--- config.mk ---
export PLATFORM = sky130hd
export DESIGN_NAME = usb_tx_serializer
export DESIGN_NICKNAME = d
export VERILOG_FILES = /design/src/rtl/usb_tx_pkg.sv /design/src/rtl/usb_nrzi_stuff.sv /design/src/rtl/usb_tx_serializer.sv
export SDC_FILE = /design/constraint.sdc
export NUM_CORES = 1
export LEC_CHECK = 0
export CORE_ASPECT_RATIO = 1.2
export CORE_MARGIN = 3
export CORE_UTILIZATION = 43
export CTS_BUF_LIST = sky130_fd_sc_hd__clkbuf_4 sky130_fd_sc_hd__clkbuf_8
export CTS_CLUSTER_DIAMETER = 50
export DETAILED_ROUTE_END_ITERATION = 12
export PLACE_DENSITY = 0.73
export SYNTH_ARGS = -nofsm -noshare
export SYNTH_HDL_FRONTEND = slang
export SYNTH_SLANG_ARGS = --single-unit
--- constraint.sdc ---
create_clock -name clk -period 5.5 [get_ports clk]
set_input_delay 1.1 -clock clk [delete_from_list [all_inputs] [get_ports clk]]
set_output_delay 1.1 -clock clk [all_outputs]
set_load 0.01 [all_outputs]
--- src/rtl/usb_tx_pkg.sv ---
`default_nettype none
// ============================================================================
//  Module      : usb_tx_pkg
//  Description : Shared types and constants for the USB full-speed transmit
//                serializer: FSM state encoding, SYNC/stuff/EOP constants
//                and single-ended line-state codes ({dp, dn}).
//  Revision    : 1.0 - initial release
// ============================================================================
package usb_tx_pkg;

    typedef enum logic [2:0] {
        IDLE    = 3'd0,
        SYNC    = 3'd1,
        DATA    = 3'd2,
        EOP_SE0 = 3'd3,
        EOP_J   = 3'd4
    } tx_state_t;

    localparam logic [7:0] SYNC_BYTE    = 8'h80;
    localparam logic [2:0] STUFF_LIMIT  = 3'd6;
    localparam int         EOP_SE0_BITS = 2;

    // Line states as {dp, dn}
    typedef logic [1:0] line_t;
    localparam line_t LINE_J   = 2'b10;
    localparam line_t LINE_K   = 2'b01;
    localparam line_t LINE_SE0 = 2'b00;

    // NRZI level 1 is J, level 0 is K.
    function automatic line_t nrzi_line(input logic level);
        return level ? LINE_J : LINE_K;
    endfunction

endpackage
`default_nettype wire

--- src/rtl/usb_nrzi_stuff.sv ---
`default_nettype none
// ============================================================================
//  Module      : usb_nrzi_stuff
//  Description : Bit-stuffing counter plus NRZI level register.
//                clk, rst_n  : clock, async active-low reset
//                clear       : hold level at J and ones count at 0 (idle)
//                bit_tick    : a bit is emitted this cycle; commit it
//                bit_in      : data bit offered (ignored while stall=1)
//                stall       : six ones seen; this bit time is a stuffed 0
//                level_next  : NRZI level of the bit being emitted (1 = J)
//  Revision    : 1.0 - initial release
// ============================================================================
module usb_nrzi_stuff
    import usb_tx_pkg::*;
(
    input  logic clk,
    input  logic rst_n,
    input  logic clear,
    input  logic bit_tick,
    input  logic bit_in,
    output logic stall,
    output logic level_next
);

    logic [2:0] r_ones;
    logic       r_level;
    logic       w_bit;

    assign stall      = (r_ones == STUFF_LIMIT);
    // A stuffed bit is always a 0, i.e. a forced transition.
    assign w_bit      = stall ? 1'b0 : bit_in;
    assign level_next = w_bit ? r_level : ~r_level;

    always_ff @(posedge clk or negedge rst_n) begin
        if (!rst_n) begin
            r_ones  <= 3'd0;
            r_level <= 1'b1;
        end else if (clear) begin
            r_ones  <= 3'd0;
            r_level <= 1'b1;
        end else if (bit_tick) begin
            r_level <= level_next;
            r_ones  <= w_bit ? (r_ones + 3'd1) : 3'd0;
        end
    end

endmodule
`default_nettype wire

--- src/rtl/usb_tx_serializer.sv ---
`default_nettype none
// ============================================================================
//  Module      : usb_tx_serializer
//  Description : Link-layer byte stream to full-speed USB wire. Prepends
//                SYNC, shifts bytes LSB-first, bit-stuffs, NRZI-encodes and
//                appends SE0 SE0 J.
//                tx_to_sop/eop/valid/data : byte stream in, tx_to_ready out
//                tx_dp/tx_dn/tx_oe        : registered pad drive
//                tx_busy                  : SOP accepted until EOP done
//                tx_underrun              : 1-clk pulse, byte missing mid-packet
//  Revision    : 1.0 - initial release
// ============================================================================
module usb_tx_serializer
    import usb_tx_pkg::*;
#(
    parameter int BIT_DIV = 4
) (
    input  logic       clk,
    input  logic       rst_n,
    input  logic       tx_to_sop,
    input  logic       tx_to_eop,
    input  logic       tx_to_valid,
    output logic       tx_to_ready,
    input  logic [7:0] tx_to_data,
    output logic       tx_dp,
    output logic       tx_dn,
    output logic       tx_oe,
    output logic       tx_busy,
    output logic       tx_underrun
);

    localparam logic [7:0] C_DIV_LAST  = 8'(BIT_DIV - 1);
    localparam logic [3:0] C_BYTE_DONE = 4'd8;
    localparam logic [3:0] C_SE0_LAST  = 4'(EOP_SE0_BITS);

    tx_state_t  r_state,     w_state_nxt;
    logic [7:0] r_div,       w_div_nxt;
    logic [3:0] r_bit_cnt,   w_bit_cnt_nxt;
    logic [7:0] r_shift,     w_shift_nxt;
    logic       r_cur_eop,   w_cur_eop_nxt;
    logic [7:0] r_hold_data, w_hold_data_nxt;
    logic       r_hold_eop,  w_hold_eop_nxt;
    logic       r_hold_full, w_hold_full_nxt;
    logic       r_dp,        w_dp_nxt;
    logic       r_dn,        w_dn_nxt;
    logic       r_oe,        w_oe_nxt;
    logic       r_busy,      w_busy_nxt;
    logic       r_underrun,  w_underrun_nxt;

    logic w_tick;
    logic w_nrzi_adv;
    logic w_bit_in;
    logic w_stall;
    logic w_level_next;

    assign w_tick      = (r_state != IDLE) && (r_div == C_DIV_LAST);
    assign tx_dp       = r_dp;
    assign tx_dn       = r_dn;
    assign tx_oe       = r_oe;
    assign tx_busy     = r_busy;
    assign tx_underrun = r_underrun;

    usb_nrzi_stuff u_nrzi_stuff (
        .clk        (clk),
        .rst_n      (rst_n),
        .clear      (r_state == IDLE),
        .bit_tick   (w_nrzi_adv),
        .bit_in     (w_bit_in),
        .stall      (w_stall),
        .level_next (w_level_next)
    );

    // Ready depends only on state and holder occupancy, so a byte can never
    // be accepted in the same cycle the holder is drained.
    always_comb begin
        tx_to_ready = 1'b0;
        case (r_state)
            IDLE:       tx_to_ready = 1'b1;
            SYNC, DATA: tx_to_ready = ~r_hold_full;
            default:    tx_to_ready = 1'b0;
        endcase
    end

    // Which NRZI bit (if any) goes on the wire at this tick. Kept apart from
    // the FSM so the line level can be read back without a comb loop.
    always_comb begin
        w_nrzi_adv = 1'b0;
        w_bit_in   = 1'b0;
        if (w_tick) begin
            case (r_state)
                SYNC: begin
                    w_nrzi_adv = 1'b1;
                    w_bit_in   = SYNC_BYTE[r_bit_cnt[2:0]];
                end
                DATA: begin
                    if (w_stall) begin
                        w_nrzi_adv = 1'b1;
                    end else if (r_bit_cnt != C_BYTE_DONE) begin
                        w_nrzi_adv = 1'b1;
                        w_bit_in   = r_shift[0];
                    end else if (!r_cur_eop && r_hold_full) begin
                        w_nrzi_adv = 1'b1;
                        w_bit_in   = r_hold_data[0];
                    end
                end
                default: ;
            endcase
        end
    end

    always_comb begin
        w_state_nxt     = r_state;
        w_div_nxt       = r_div;
        w_bit_cnt_nxt   = r_bit_cnt;
        w_shift_nxt     = r_shift;
        w_cur_eop_nxt   = r_cur_eop;
        w_hold_data_nxt = r_hold_data;
        w_hold_eop_nxt  = r_hold_eop;
        w_hold_full_nxt = r_hold_full;
        w_dp_nxt        = r_dp;
        w_dn_nxt        = r_dn;
        w_oe_nxt        = r_oe;
        w_busy_nxt      = r_busy;
        w_underrun_nxt  = 1'b0;

        if (r_state == IDLE) begin
            w_div_nxt = 8'd0;
        end else begin
            w_div_nxt = w_tick ? 8'd0 : (r_div + 8'd1);
        end

        // Mid-packet acceptance into the holder.
        if (tx_to_valid && tx_to_ready && (r_state != IDLE)) begin
            w_hold_data_nxt = tx_to_data;
            w_hold_eop_nxt  = tx_to_eop;
            w_hold_full_nxt = 1'b1;
        end

        // Whatever the state, an emitted NRZI bit drives the line.
        if (w_nrzi_adv) begin
            {w_dp_nxt, w_dn_nxt} = nrzi_line(w_level_next);
            w_oe_nxt             = 1'b1;
        end

        case (r_state)
            IDLE: begin
                // Non-SOP bytes are accepted and dropped.
                if (tx_to_valid && tx_to_sop) begin
                    w_hold_data_nxt = tx_to_data;
                    w_hold_eop_nxt  = tx_to_eop;
                    w_hold_full_nxt = 1'b1;
                    w_busy_nxt      = 1'b1;
                    w_bit_cnt_nxt   = 4'd0;
                    w_state_nxt     = SYNC;
                end
            end
            SYNC: begin
                if (w_tick) begin
                    if (r_bit_cnt == 4'd7) begin
                        // Byte "exhausted": first DATA tick pulls the holder.
                        w_bit_cnt_nxt = C_BYTE_DONE;
                        w_cur_eop_nxt = 1'b0;
                        w_state_nxt   = DATA;
                    end else begin
                        w_bit_cnt_nxt = r_bit_cnt + 4'd1;
                    end
                end
            end
            DATA: begin
                if (w_tick && !w_stall) begin
                    if (r_bit_cnt != C_BYTE_DONE) begin
                        w_shift_nxt   = {1'b0, r_shift[7:1]};
                        w_bit_cnt_nxt = r_bit_cnt + 4'd1;
                    end else if (r_cur_eop) begin
                        {w_dp_nxt, w_dn_nxt} = LINE_SE0;
                        w_bit_cnt_nxt        = 4'd1;
                        w_state_nxt          = EOP_SE0;
                    end else if (r_hold_full) begin
                        // Bit 0 of the new byte goes out now; keep the rest.
                        w_shift_nxt     = {1'b0, r_hold_data[7:1]};
                        w_cur_eop_nxt   = r_hold_eop;
                        w_hold_full_nxt = 1'b0;
                        w_bit_cnt_nxt   = 4'd1;
                    end else begin
                        w_underrun_nxt       = 1'b1;
                        {w_dp_nxt, w_dn_nxt} = LINE_SE0;
                        w_bit_cnt_nxt        = 4'd1;
                        w_state_nxt          = EOP_SE0;
                    end
                end
            end
            EOP_SE0: begin
                if (w_tick) begin
                    if (r_bit_cnt < C_SE0_LAST) begin
                        {w_dp_nxt, w_dn_nxt} = LINE_SE0;
                        w_bit_cnt_nxt        = r_bit_cnt + 4'd1;
                    end else begin
                        {w_dp_nxt, w_dn_nxt} = LINE_J;
                        w_state_nxt          = EOP_J;
                    end
                end
            end
            EOP_J: begin
                if (w_tick) begin
                    {w_dp_nxt, w_dn_nxt} = LINE_J;
                    w_oe_nxt             = 1'b0;
                    w_busy_nxt           = 1'b0;
                    w_hold_full_nxt      = 1'b0;
                    w_state_nxt          = IDLE;
                end
            end
            default: w_state_nxt = IDLE;
        endcase
    end

    always_ff @(posedge clk or negedge rst_n) begin
        if (!rst_n) begin
            r_state     <= IDLE;
            r_div       <= 8'd0;
            r_bit_cnt   <= 4'd0;
            r_shift     <= 8'd0;
            r_cur_eop   <= 1'b0;
            r_hold_data <= 8'd0;
            r_hold_eop  <= 1'b0;
            r_hold_full <= 1'b0;
            r_dp        <= 1'b1;
            r_dn        <= 1'b0;
            r_oe        <= 1'b0;
            r_busy      <= 1'b0;
            r_underrun  <= 1'b0;
        end else begin
            r_state     <= w_state_nxt;
            r_div       <= w_div_nxt;
            r_bit_cnt   <= w_bit_cnt_nxt;
            r_shift     <= w_shift_nxt;
            r_cur_eop   <= w_cur_eop_nxt;
            r_hold_data <= w_hold_data_nxt;
            r_hold_eop  <= w_hold_eop_nxt;
            r_hold_full <= w_hold_full_nxt;
            r_dp        <= w_dp_nxt;
            r_dn        <= w_dn_nxt;
            r_oe        <= w_oe_nxt;
            r_busy      <= w_busy_nxt;
            r_underrun  <= w_underrun_nxt;
        end
    end

endmodule
`default_nettype wire

==> flow_summary.toml <==
[outcome]
status = "finished clean"

[sta]
worst_pin_slew_ns = 0.8934
clock.fmax_mhz = 300.0
period_needed_ns = 3.334
hold_viol = 0
finClkSkew_ns = 0.01252
grt_setup_unrepaired = "no"
period_share_pct = 60.62
setup_viol = 0
fin_tns_setup_ns = 0
relSlewSlack_pct = 40.44
slew_viol_final = 0

[synthesis]
async_flop_share_pct = 100.0
synth.distinct_cells = 55
ys_seq_area_share_pct = 43.81
ys_seq_elements = 42
synthFlopType = "dfrtp_1"
synth_edf_count = 0
syn_area_um2 = 2405
syn-num-nets = 258
postSynthAreaPerCell_um2 = 10.06
postSynthCellCount = 239
yosysWarnings = 0

[floorplan]
core_area_um2 = 5334
die_h_um = 87.92
die-area_um2 = 6529
ioPinCount = 19
placementRows = 29
dieWidth_um = 74.27
start_util_pct = 45.09

[setup_path]
worstPathMaxFanout = 24
cp-startpoint = "r_state[0]$_DFFE_PN0P_"
start_kind = "flop"
arrival_ns = 2.23
critPathKind = "reg2out"
end_kind = "primary output"
worst_ep_required_time_ns = 4.40
r2r_start = "r_bit_cnt[1]$_DFFE_PN0P_"

[clock_network]
clk_latency_ns = 0.31
cts_root_buf = "clkbuf_8"
hold_buffers = 0
cts_setup_buffers = 0
cts_resized = 0
clkTransAtPathRegs_ns = 0.09
ctsHtreeMaxLevel = 2
clkSinkCount = 42
cts_max_path_buffers = 2
cts_tree = "built"
cts_buffers = 5

[layout]
nFillCells = 501
register_area_um2 = 1054
nets = 273
drive_above_1_share_pct = 12.94
antenna_cells = 0
areaGrowthSynthToFinish_pct = 12.38
multi_input_area_um2 = 1275

[route]
dr.pass1.iters = 4
route.detailed.drc = 0
vias_per_cell = 5.741
vias = 1820
drtIter0Drc = 81
drt_wl_total_um = 4753
wl_per_cell_um = 14.99
ant_nets = 0

[hold_path]
hold_path_class = "reg2reg"
hp-start = "r_div[0]$_DFF_PN0_"

[global_routing]
grt_max_degree = 43
antenna_found_initial = 0
grt_usage_pct = 16.59
grt_pass1_vias = 1790
grt_pass1_wl_um = 8369
grt_overflow = 0

[power_and_ir_drop]
peakVddDrop_mv = 0.2098
total_power_w = 0.001242
p_per_area_nw_per_um2 = 459.6
leakage_nw = 1.171

[placed_design]
port_buffers = 18
hpwl_um = 3464
routabilityCongestion = 0.9347

[job]
maxCapViolCount = 0
-- worst paths after layout --
kind                       depth (start not counted)  slack (ns)                                 end
min in group asynchronous                          1        0.91            r_bit_cnt[2]$_DFFE_PN0P_
min                                                1        0.48                  r_div[0]$_DFF_PN0_
max                                                4        2.17                         tx_to_ready
min reg2reg                                        1        0.48                  r_div[0]$_DFF_PN0_
max in group asynchronous                          1        4.04  u_nrzi_stuff.r_ones[1]$_DFFE_PN0P_
max reg2reg                                        7        2.87  u_nrzi_stuff.r_ones[0]$_DFFE_PN0P_
-- registers in the layout (all words and copies together), names as in the netlist --
register and flops:
u_nrzi_stuff.r_level 1, r_state 3, tx_dn 1, tx_busy 1, r_hold_eop 1, r_shift 7
r_hold_data 8, r_div 8, tx_underrun 1, r_cur_eop 1, tx_dp 1, r_bit_cnt 4
u_nrzi_stuff.r_ones 3, r_hold_full 1, tx_oe 1
-- cells in the mapped netlist, drive strengths merged (3+ instances only) --
cell type | count | area share [%]
xnor2 | 4 | 1.5
mux2 | 10 | 4.7
nor4 | 5 | 1.6
nand2b | 7 | 1.8
xor2 | 6 | 2.2
buf | 7 | 1.6
clkbuf | 3 | 0.47
or3 | 4 | 1.0
o21ai | 17 | 4.0
inv | 7 | 1.1
nor2 | 16 | 2.5
ha | 6 | 3.1
nand3b | 3 | 0.94
a21oi | 6 | 1.2
o211ai | 3 | 0.94
nand3 | 10 | 2.1
mux2i | 8 | 3.3
dfrtp | 40 | 42
nor3 | 8 | 1.9
and3 | 5 | 1.3
a31oi | 7 | 1.8
nand2 | 20 | 3.2
nor2b | 3 | 0.78
-- worst max-delay path, cell delays in order, from the launching register on --
cell and delay [ns]:
dfrtp_1 0.68, nor2_1 0.48, nor2_1 0.10, nor2_1 0.12
clkdlybuf4s50_1 0.56
-- routing by layer --
layer / track usage, % / wire length (um)
met1: 20.48 / 2158
met2: 28.06 / 2316
met3: 4.592 / 204
met4: 5.178 / 74
met5: 0 / 0
-- stage by stage --
step,hold slack [ns],cell area (um2),utilization (%),instances,setup slack [ns]
5_1_grt,0.5039,2703,50.67,317,2.052
3_5_place_dp,0.4704,2608,48.89,309,2.556
6_report,0.4839,2703,50.67,317,2.166
4_1_cts,0.4836,2703,50.67,317,2.202
2_1_floorplan,0.4443,2405,-,239,3.206
3_3_place_gp,0.4645,2608,48.89,309,2.586
-- final cells by class --
type / instances / share of cell area (%)
timing repair buffer: 18 / 6.481
multi-input combinational: 180 / 47.18
tap: 62 / 2.870
inverter: 7 / 0.9722
sequential: 42 / 38.98
clock inverter: 3 / 0.9722
clock buffer: 5 / 2.546
-- cell families after synthesis --
group / count (synthesis) / synth area share [%]
multiplexers: 18 / 8.013
flip-flops: 42 / 43.81
adder cells (fa/ha/maj): 6 / 3.122
XOR/XNOR: 10 / 3.642
AO/OA/AOI/OAI: 49 / 14.46
buffers and inverters: 17 / 3.174
AND/OR/NAND/NOR: 97 / 23.78
-- report_power, final --
group | switching, W | internal [W] | total (W)
clock network | 0.000129 | 0.0000945 | 0.000224
logic | 0.000233 | 0.000244 | 0.000477
registers | 0.000119 | 0.000423 | 0.000541
total | 0.000481 | 0.000761 | 0.00124
-- cell usage in the layout, fill, tap and decap left out, types with 2 or more instances in the layout --
master | netlist | final
dfrtp_1 | 40 | 40
nand2_1 | 19 | 19
clkdlybuf4s50_1 | 0 | 17
nor2_1 | 16 | 16
o21ai_1 | 12 | 12
nand3_1 | 10 | 10
mux2_2 | 9 | 9
mux2i_1 | 8 | 8
inv_1 | 7 | 7
nand2b_1 | 7 | 7
a31oi_1 | 7 | 7
nor3_1 | 7 | 7
a21oi_1 | 6 | 6
xor2_1 | 6 | 6
ha_1 | 6 | 6
and3_1 | 5 | 5
clkbuf_8 | 0 | 5
or3_1 | 4 | 4
xnor2_1 | 4 | 4
nor4_1 | 4 | 4
nand3b_1 | 3 | 3
nor2b_1 | 3 | 3
o211ai_1 | 3 | 3
o21ai_2 | 3 | 3
inv_6 | 0 | 3
nor4b_4 | 2 | 2
o22ai_1 | 2 | 2
and2_1 | 2 | 2
or4_1 | 2 | 2
or3b_1 | 2 | 2
o21ai_0 | 2 | 2
o31ai_1 | 2 | 2
or2_2 | 2 | 2
and3b_1 | 2 | 2
a32oi_1 | 2 | 2
dfstp_2 | 2 | 2
(Power assumes the default switching activity.)
